File: src/rtl/bats_unit_arbiter.sv
`default_nettype none
// ============================================================================
// Module   : bats_unit_arbiter
// Brief    : Packet-atomic round-robin arbiter feeding the single BATS parser
//            UDP input from N_UNITS unit feeds. It forwards each word through a
//            one-entry output register and checks the byte count of each
//            packet against its header length.
// Revision : 1.0 - initial release
// ============================================================================
module bats_unit_arbiter #(
   parameter int N_UNITS     = 4,
   parameter int TIMEOUT_CYC = 255,
   parameter int CNT_W       = 16
) (
   input  logic                  Clk40,
   input  logic                  reset_n,
   input  logic [N_UNITS-1:0]    src_valid,
   input  logic [N_UNITS-1:0]    src_last,
   input  logic [64*N_UNITS-1:0] src_bytes,
   input  logic [8*N_UNITS-1:0]  src_byte_en,
   output logic [N_UNITS-1:0]    src_ready,
   input  logic                  par_ready,
   output logic                  par_data_valid,
   output logic [63:0]           par_bytes,
   output logic [7:0]            par_byte_en,
   output logic [2:0]            grant_id,
   output logic                  busy,
   output logic                  len_err,
   output logic                  timeout_err,
   output logic [CNT_W-1:0]      len_err_cnt,
   output logic [CNT_W-1:0]      timeout_err_cnt
);

   localparam int IDLE_W = (TIMEOUT_CYC < 2) ? 1 : $clog2(TIMEOUT_CYC + 1);

   typedef enum logic [0:0] {
      ST_IDLE = 1'b0,
      ST_XFER = 1'b1
   } state_t;

   state_t             state_q,       state_d;
   logic [2:0]         grant_q,       grant_d;
   logic [2:0]         rr_ptr_q,      rr_ptr_d;
   logic               out_valid_q,   out_valid_d;
   logic [63:0]        out_bytes_q,   out_bytes_d;
   logic [7:0]         out_be_q,      out_be_d;
   logic               first_q,       first_d;
   logic [15:0]        hdr_len_q,     hdr_len_d;
   logic [CNT_W-1:0]   byte_cnt_q,    byte_cnt_d;
   logic [IDLE_W-1:0]  idle_cnt_q,    idle_cnt_d;
   logic               len_err_q,     len_err_d;
   logic               timeout_err_q, timeout_err_d;
   logic [CNT_W-1:0]   len_cnt_q,     len_cnt_d;
   logic [CNT_W-1:0]   to_cnt_q,      to_cnt_d;

   // Per-feed views padded to 8 entries so a 3-bit grant index always fits
   logic [7:0]         valid_pad;
   logic [7:0]         last_pad;
   logic [63:0]        bytes_arr [8];
   logic [7:0]         be_arr    [8];

   logic               win_found;
   logic [2:0]         win_idx;
   logic [3:0]         cand;
   logic               w_can_take;
   logic               w_accept;
   logic               w_g_valid;
   logic               w_g_last;
   logic [63:0]        w_word;
   logic [7:0]         w_be;
   logic [3:0]         w_pc;
   logic [15:0]        w_hdr;
   logic [CNT_W-1:0]   w_total;
   logic [2:0]         w_next_ptr;

   function automatic logic [3:0] popcnt8(input logic [7:0] v);
      logic [3:0] s;
      s = 4'd0;
      for (int i = 0; i < 8; i++) begin
         s = s + {3'b000, v[i]};
      end
      return s;
   endfunction

   generate
      for (genvar i = 0; i < 8; i++) begin : g_feed
         if (i < N_UNITS) begin : g_used
            assign valid_pad[i] = src_valid[i];
            assign last_pad[i]  = src_last[i];
            assign bytes_arr[i] = src_bytes[64*i +: 64];
            assign be_arr[i]    = src_byte_en[8*i +: 8];
         end else begin : g_unused
            assign valid_pad[i] = 1'b0;
            assign last_pad[i]  = 1'b0;
            assign bytes_arr[i] = 64'd0;
            assign be_arr[i]    = 8'd0;
         end
      end
   endgenerate

   // Only the granted feed may move a word, and only when the output slot frees up
   assign w_can_take = (state_q == ST_XFER) && (!out_valid_q || par_ready);

   generate
      for (genvar i = 0; i < N_UNITS; i++) begin : g_ready
         assign src_ready[i] = w_can_take && (grant_q == 3'(i));
      end
   endgenerate

   // Round-robin search: lowest offset from the pointer wins, so scan offsets downward
   always_comb begin
      win_found = 1'b0;
      win_idx   = 3'd0;
      cand      = 4'd0;
      for (int k = N_UNITS - 1; k >= 0; k--) begin
         cand = {1'b0, rr_ptr_q} + 4'(k);
         if (cand >= 4'(N_UNITS)) begin
            cand = cand - 4'(N_UNITS);
         end
         if (valid_pad[cand[2:0]]) begin
            win_found = 1'b1;
            win_idx   = cand[2:0];
         end
      end
   end

   // Datapath of the granted feed and the running length check
   always_comb begin
      w_g_valid  = valid_pad[grant_q];
      w_g_last   = last_pad[grant_q];
      w_word     = bytes_arr[grant_q];
      w_be       = be_arr[grant_q];
      w_accept   = w_can_take && w_g_valid;
      w_pc       = popcnt8(w_be);
      // Header length is little-endian in the first two bytes of the packet
      w_hdr      = first_q ? {w_word[55:48], w_word[63:56]} : hdr_len_q;
      w_total    = (first_q ? {CNT_W{1'b0}} : byte_cnt_q) + CNT_W'(w_pc);
      w_next_ptr = (grant_q == 3'(N_UNITS - 1)) ? 3'd0 : grant_q + 3'd1;
   end

   // Next-state logic for the grant FSM, output register and error counters
   always_comb begin
      state_d       = state_q;
      grant_d       = grant_q;
      rr_ptr_d      = rr_ptr_q;
      out_valid_d   = out_valid_q;
      out_bytes_d   = out_bytes_q;
      out_be_d      = out_be_q;
      first_d       = first_q;
      hdr_len_d     = hdr_len_q;
      byte_cnt_d    = byte_cnt_q;
      idle_cnt_d    = idle_cnt_q;
      len_err_d     = 1'b0;
      timeout_err_d = 1'b0;
      len_cnt_d     = len_cnt_q;
      to_cnt_d      = to_cnt_q;

      // Output slot: a new word overrides the drain, otherwise par_ready empties it
      if (w_accept) begin
         out_valid_d = 1'b1;
         out_bytes_d = w_word;
         out_be_d    = w_be;
      end else if (par_ready) begin
         out_valid_d = 1'b0;
      end

      case (state_q)
         ST_IDLE: begin
            if (win_found) begin
               state_d    = ST_XFER;
               grant_d    = win_idx;
               first_d    = 1'b1;
               byte_cnt_d = {CNT_W{1'b0}};
               idle_cnt_d = {IDLE_W{1'b0}};
            end
         end
         ST_XFER: begin
            if (w_accept) begin
               first_d    = 1'b0;
               hdr_len_d  = w_hdr;
               byte_cnt_d = w_total;
               idle_cnt_d = {IDLE_W{1'b0}};
               if (w_g_last) begin
                  len_err_d = (w_total != CNT_W'(w_hdr));
                  state_d   = ST_IDLE;
                  rr_ptr_d  = w_next_ptr;
               end
            end else if (!w_g_valid) begin
               if (idle_cnt_q == IDLE_W'(TIMEOUT_CYC - 1)) begin
                  timeout_err_d = 1'b1;
                  state_d       = ST_IDLE;
                  rr_ptr_d      = w_next_ptr;
               end else begin
                  idle_cnt_d = idle_cnt_q + 1'b1;
               end
            end
         end
         default: begin
            state_d = ST_IDLE;
         end
      endcase

      if (len_err_d && (len_cnt_q != {CNT_W{1'b1}})) begin
         len_cnt_d = len_cnt_q + 1'b1;
      end
      if (timeout_err_d && (to_cnt_q != {CNT_W{1'b1}})) begin
         to_cnt_d = to_cnt_q + 1'b1;
      end
   end

   // State and output registers; reset discards any packet in flight silently
   always_ff @(posedge Clk40 or negedge reset_n) begin
      if (!reset_n) begin
         state_q       <= ST_IDLE;
         grant_q       <= 3'd0;
         rr_ptr_q      <= 3'd0;
         out_valid_q   <= 1'b0;
         out_bytes_q   <= 64'd0;
         out_be_q      <= 8'd0;
         first_q       <= 1'b0;
         hdr_len_q     <= 16'd0;
         byte_cnt_q    <= {CNT_W{1'b0}};
         idle_cnt_q    <= {IDLE_W{1'b0}};
         len_err_q     <= 1'b0;
         timeout_err_q <= 1'b0;
         len_cnt_q     <= {CNT_W{1'b0}};
         to_cnt_q      <= {CNT_W{1'b0}};
      end else begin
         state_q       <= state_d;
         grant_q       <= grant_d;
         rr_ptr_q      <= rr_ptr_d;
         out_valid_q   <= out_valid_d;
         out_bytes_q   <= out_bytes_d;
         out_be_q      <= out_be_d;
         first_q       <= first_d;
         hdr_len_q     <= hdr_len_d;
         byte_cnt_q    <= byte_cnt_d;
         idle_cnt_q    <= idle_cnt_d;
         len_err_q     <= len_err_d;
         timeout_err_q <= timeout_err_d;
         len_cnt_q     <= len_cnt_d;
         to_cnt_q      <= to_cnt_d;
      end
   end

   assign par_data_valid  = out_valid_q;
   assign par_bytes       = out_bytes_q;
   assign par_byte_en     = out_be_q;
   assign grant_id        = grant_q;
   assign busy            = (state_q == ST_XFER);
   assign len_err         = len_err_q;
   assign timeout_err     = timeout_err_q;
   assign len_err_cnt     = len_cnt_q;
   assign timeout_err_cnt = to_cnt_q;

endmodule
`default_nettype wire

File: config.mk
export PLATFORM = sky130hd
export DESIGN_NAME = bats_unit_arbiter
export DESIGN_NICKNAME = d
export VERILOG_FILES = /design/src/rtl/bats_unit_arbiter.sv
export SDC_FILE = /design/constraint.sdc
export NUM_CORES = 1
export LEC_CHECK = 0
export BUFFER_PORTS_ARGS = -buffer_cell sky130_fd_sc_hd__buf_2
export CORE_MARGIN = 2
export CORE_UTILIZATION = 25
export DETAILED_ROUTE_END_ITERATION = 10
export GPL_TIMING_DRIVEN = 0
export PLACE_DENSITY = 0.52
export SLEW_MARGIN = 20
export SYNTH_ARGS = -nofsm -noshare
export SYNTH_HDL_FRONTEND = slang
export SYNTH_SLANG_ARGS = --single-unit
File: constraint.sdc
create_clock -name Clk40 -period 8.7 [get_ports Clk40]
set_clock_uncertainty 0.15 [all_clocks]
set_input_delay 1.305 -clock Clk40 [delete_from_list [all_inputs] [get_ports Clk40]]
set_output_delay 1.305 -clock Clk40 [all_outputs]
set_load 0.02 [all_outputs]
==> qor.csv <==
metric,value,unit
die_width,199,µm
io_buffers,413,
p_sw,0.00210,W
crit_type,flip-flop to flip-flop,
start_util,25.3,%
pwr-share-clk,15.3,%
r2r_start,grant_id[0],
ys_warn_count,0,
powerDensity,350,mW/mm²
total_power,0.00449,W
fin_nets,1706,
setup_viol,0,
placed_cells,1878,
ios,414,
holdCritStartpoint,par_bytes[10],
core,0.0377,mm²
die_y,199,µm
netlist_instances,953,
period_minus_slack,7840,ps
grt_max_degree,83,
cp_data_required_time,8860,ps
hold_path.class,flip-flop to flip-flop,
outcome,completed,
synth-edff-count,0,
grt_overflow,0,
drt_iter0_drc,369,
p_seq_share,25.1,%
antenna_found_initial,9,
tightest_slew,996,ps
grt_pass1_wl,53.1,mm
cts_buffers,17,
drive_above_1_share,38.7,%
intPower,0.00239,W
cts_setup_buffers,0,
instances_no_fill,1915,
seq_area,0.00388,mm²
grt_setup_unrepaired,false,
hpwl,29.2,mm
whs,319,ps
yosysUniqueCellTypes,63,
drt_first_pass_iters,5,
synth_area_per_cell,10.0,µm²
routed_via_density,4.64,
post-synth-top-count-cell,nand2_1,
globalplace.congestion,0.885,
finalHoldViolCount,0,
max_freq,127,MHz
ctsHtreeMaxLevel,4,
root_buffer,clkbuf_16,
swShare,46.7,%
maxCapViolations,0,
clk_latency,440,ps
drc,0,
fin_crit_sh,90.2,%
die_area,0.0397,mm²
synth.area.top_cells,"dfrtp_1 41%, mux4_2 15%, nand2_1 11%, xnor2_1 2.8%, mux2i_1 2.3%",
synth_common_cells,"288 x nand2_1, 155 x dfrtp_1, 65 x mux4_2, 36 x clkbuf_1, 36 x o21ai_0",
ant_nets,0,
cts.hold.buffers_added,0,
synth_flop_cell,dfrtp_1,
endpoint_kind,flip-flop,
ys_ff_latch,155,
startpoint_type,flip-flop,
yosys.area.top_type_share,40.7,%
slew_violations,0,
max-slew-margin-rel,33.6,%
p_leak,6.35,nW
tns,0,ps
yosysTopAreaCell,dfrtp_1,
route.vias.total,8882,
path_clk_slew,60,ps
tritoncts,built,
synth_area,0.00954,mm²
grt_use_total,18.0,%
synth-async-reset-ratio,100,%
path_max_fanout,10,
cts_max_path_buffers,2,
cts.sinks,155,
startpoint,grant_id[0],
syn-num-nets,1273,
routed_wl,36.0,mm
multi_input_area,0.00535,mm²
wl_per_cell,18.8,µm
ir_worst_vdd,0.171,mV
area_growth,34.4,%
grt_pass1_vias,9052,
nFillCells,3996,
crit_arrival,8010,ps
cts_resized,0,
utilization,34.0,%
yosysSeqAreaShare,40.7,%
rows,71,
p_comb_share,59.7,%
==> power by group through the flow <==
stage	clock network, W	registers [W]	logic, W
after CTS	0.000708	0.00113	0.00274
after global placement	0	0.00113	0.00270
after floorplan	0	0.00134	0.00160
final	0.000686	0.00113	0.00268
after detailed placement	0	0.00113	0.00274
after global routing	0.000738	0.00116	0.00295
==> logic make-up after synthesis <==
family | Yosys count | synth area share [%]
simple gates | 434 | 20.6
flops | 155 | 40.7
compound gates | 109 | 7.70
mux | 105 | 19.8
buf+inv | 76 | 3.25
xor+xnor | 53 | 4.87
fa+ha+maj | 21 | 3.15
==> cells in the final DEF (no fill, tap or decap), drive strengths merged, types with 3 or more instances in the layout <==
cell	instances
o31ai	8
or3	4
a31oi	4
nor2	26
xor2	22
nand2	288
buf	434
nor2b	15
nand2b	20
fa	5
nor3	8
o21ai	37
and3	11
dfrtp	155
and2	9
xnor2	31
ha	16
nand4	14
mux4	65
clkbuf	58
mux2i	22
a32o	4
clkinvlp	4
nand3	25
o221ai	4
a21o	4
inv	19
mux2	18
a21oi	16
o2111a	3
a211oi	3
o22ai	9
diode	5
clkinv	7
==> area by class of cell <==
| type | instances | area share (%) |
|---|---|---|
| diodes | 5 | 0.0976 |
| plain buffers | 56 | 1.83 |
| clock buffers | 22 | 3.54 |
| clock inverters | 10 | 0.556 |
| inverters | 20 | 0.585 |
| multi-input cells | 722 | 41.7 |
| flip-flops and latches | 155 | 30.2 |
| well taps | 511 | 4.99 |
| repair buffers | 414 | 16.4 |
==> state kept, by name (all words and copies together), names as in the netlist <==
register / cells
byte_cnt_q: 16
hdr_len_q: 16
grant_id: 3
par_byte_en: 8
par_data_valid: 1
timeout_err_cnt: 16
first_q: 1
par_bytes: 64
rr_ptr_q: 3
timeout_err: 1
idle_cnt_q: 8
len_err: 1
busy: 1
len_err_cnt: 16
==> worst paths after layout <==
check | end | slack [ps] | cells past startpoint
max in group asynchronous | par_byte_en[6] | 6840 | 2
max reg2reg | len_err_cnt[1] | 860 | 19
min in group asynchronous | len_err_cnt[9] | 690 | 1
min | par_bytes[10] | 320 | 2
min reg2reg | par_bytes[10] | 320 | 2
max | len_err_cnt[1] | 860 | 19
==> metrics by stage <==
step,cell area [µm²],worst slack (ps)
3_3_place_gp,12200,717
2_1_floorplan,9540,1970
4_1_cts,12800,683
3_5_place_dp,12300,670
5_1_grt,12800,331
6_report,12800,855
==> critical path, stage by stage (launching register included) <==
cell	delay [ps]
dfrtp_1	450
buf_2	310
buf_2	450
buf_1	750
mux4_2	660
nand2b_1	110
fa_1	440
fa_1	560
fa_1	430
fa_1	440
fa_1	430
nand2b_1	190
a21oi_1	510
nand2_1	220
nor4_4	370
xnor2_1	160
nor4_4	320
nand4b_4	240
nand2_1	170
mux2_1	330
==> layer usage <==
layer,part of all wire (%),vias to the layer above,global-route usage [%]
met5,0.081,-,0
met4,2.7,6,6.47
met3,5.7,43,4.22
met2,52,299,32.5
met1,39,4305,20.7
li1,-,4229,-
No activity file was read; power rests on OpenSTA's default activity.
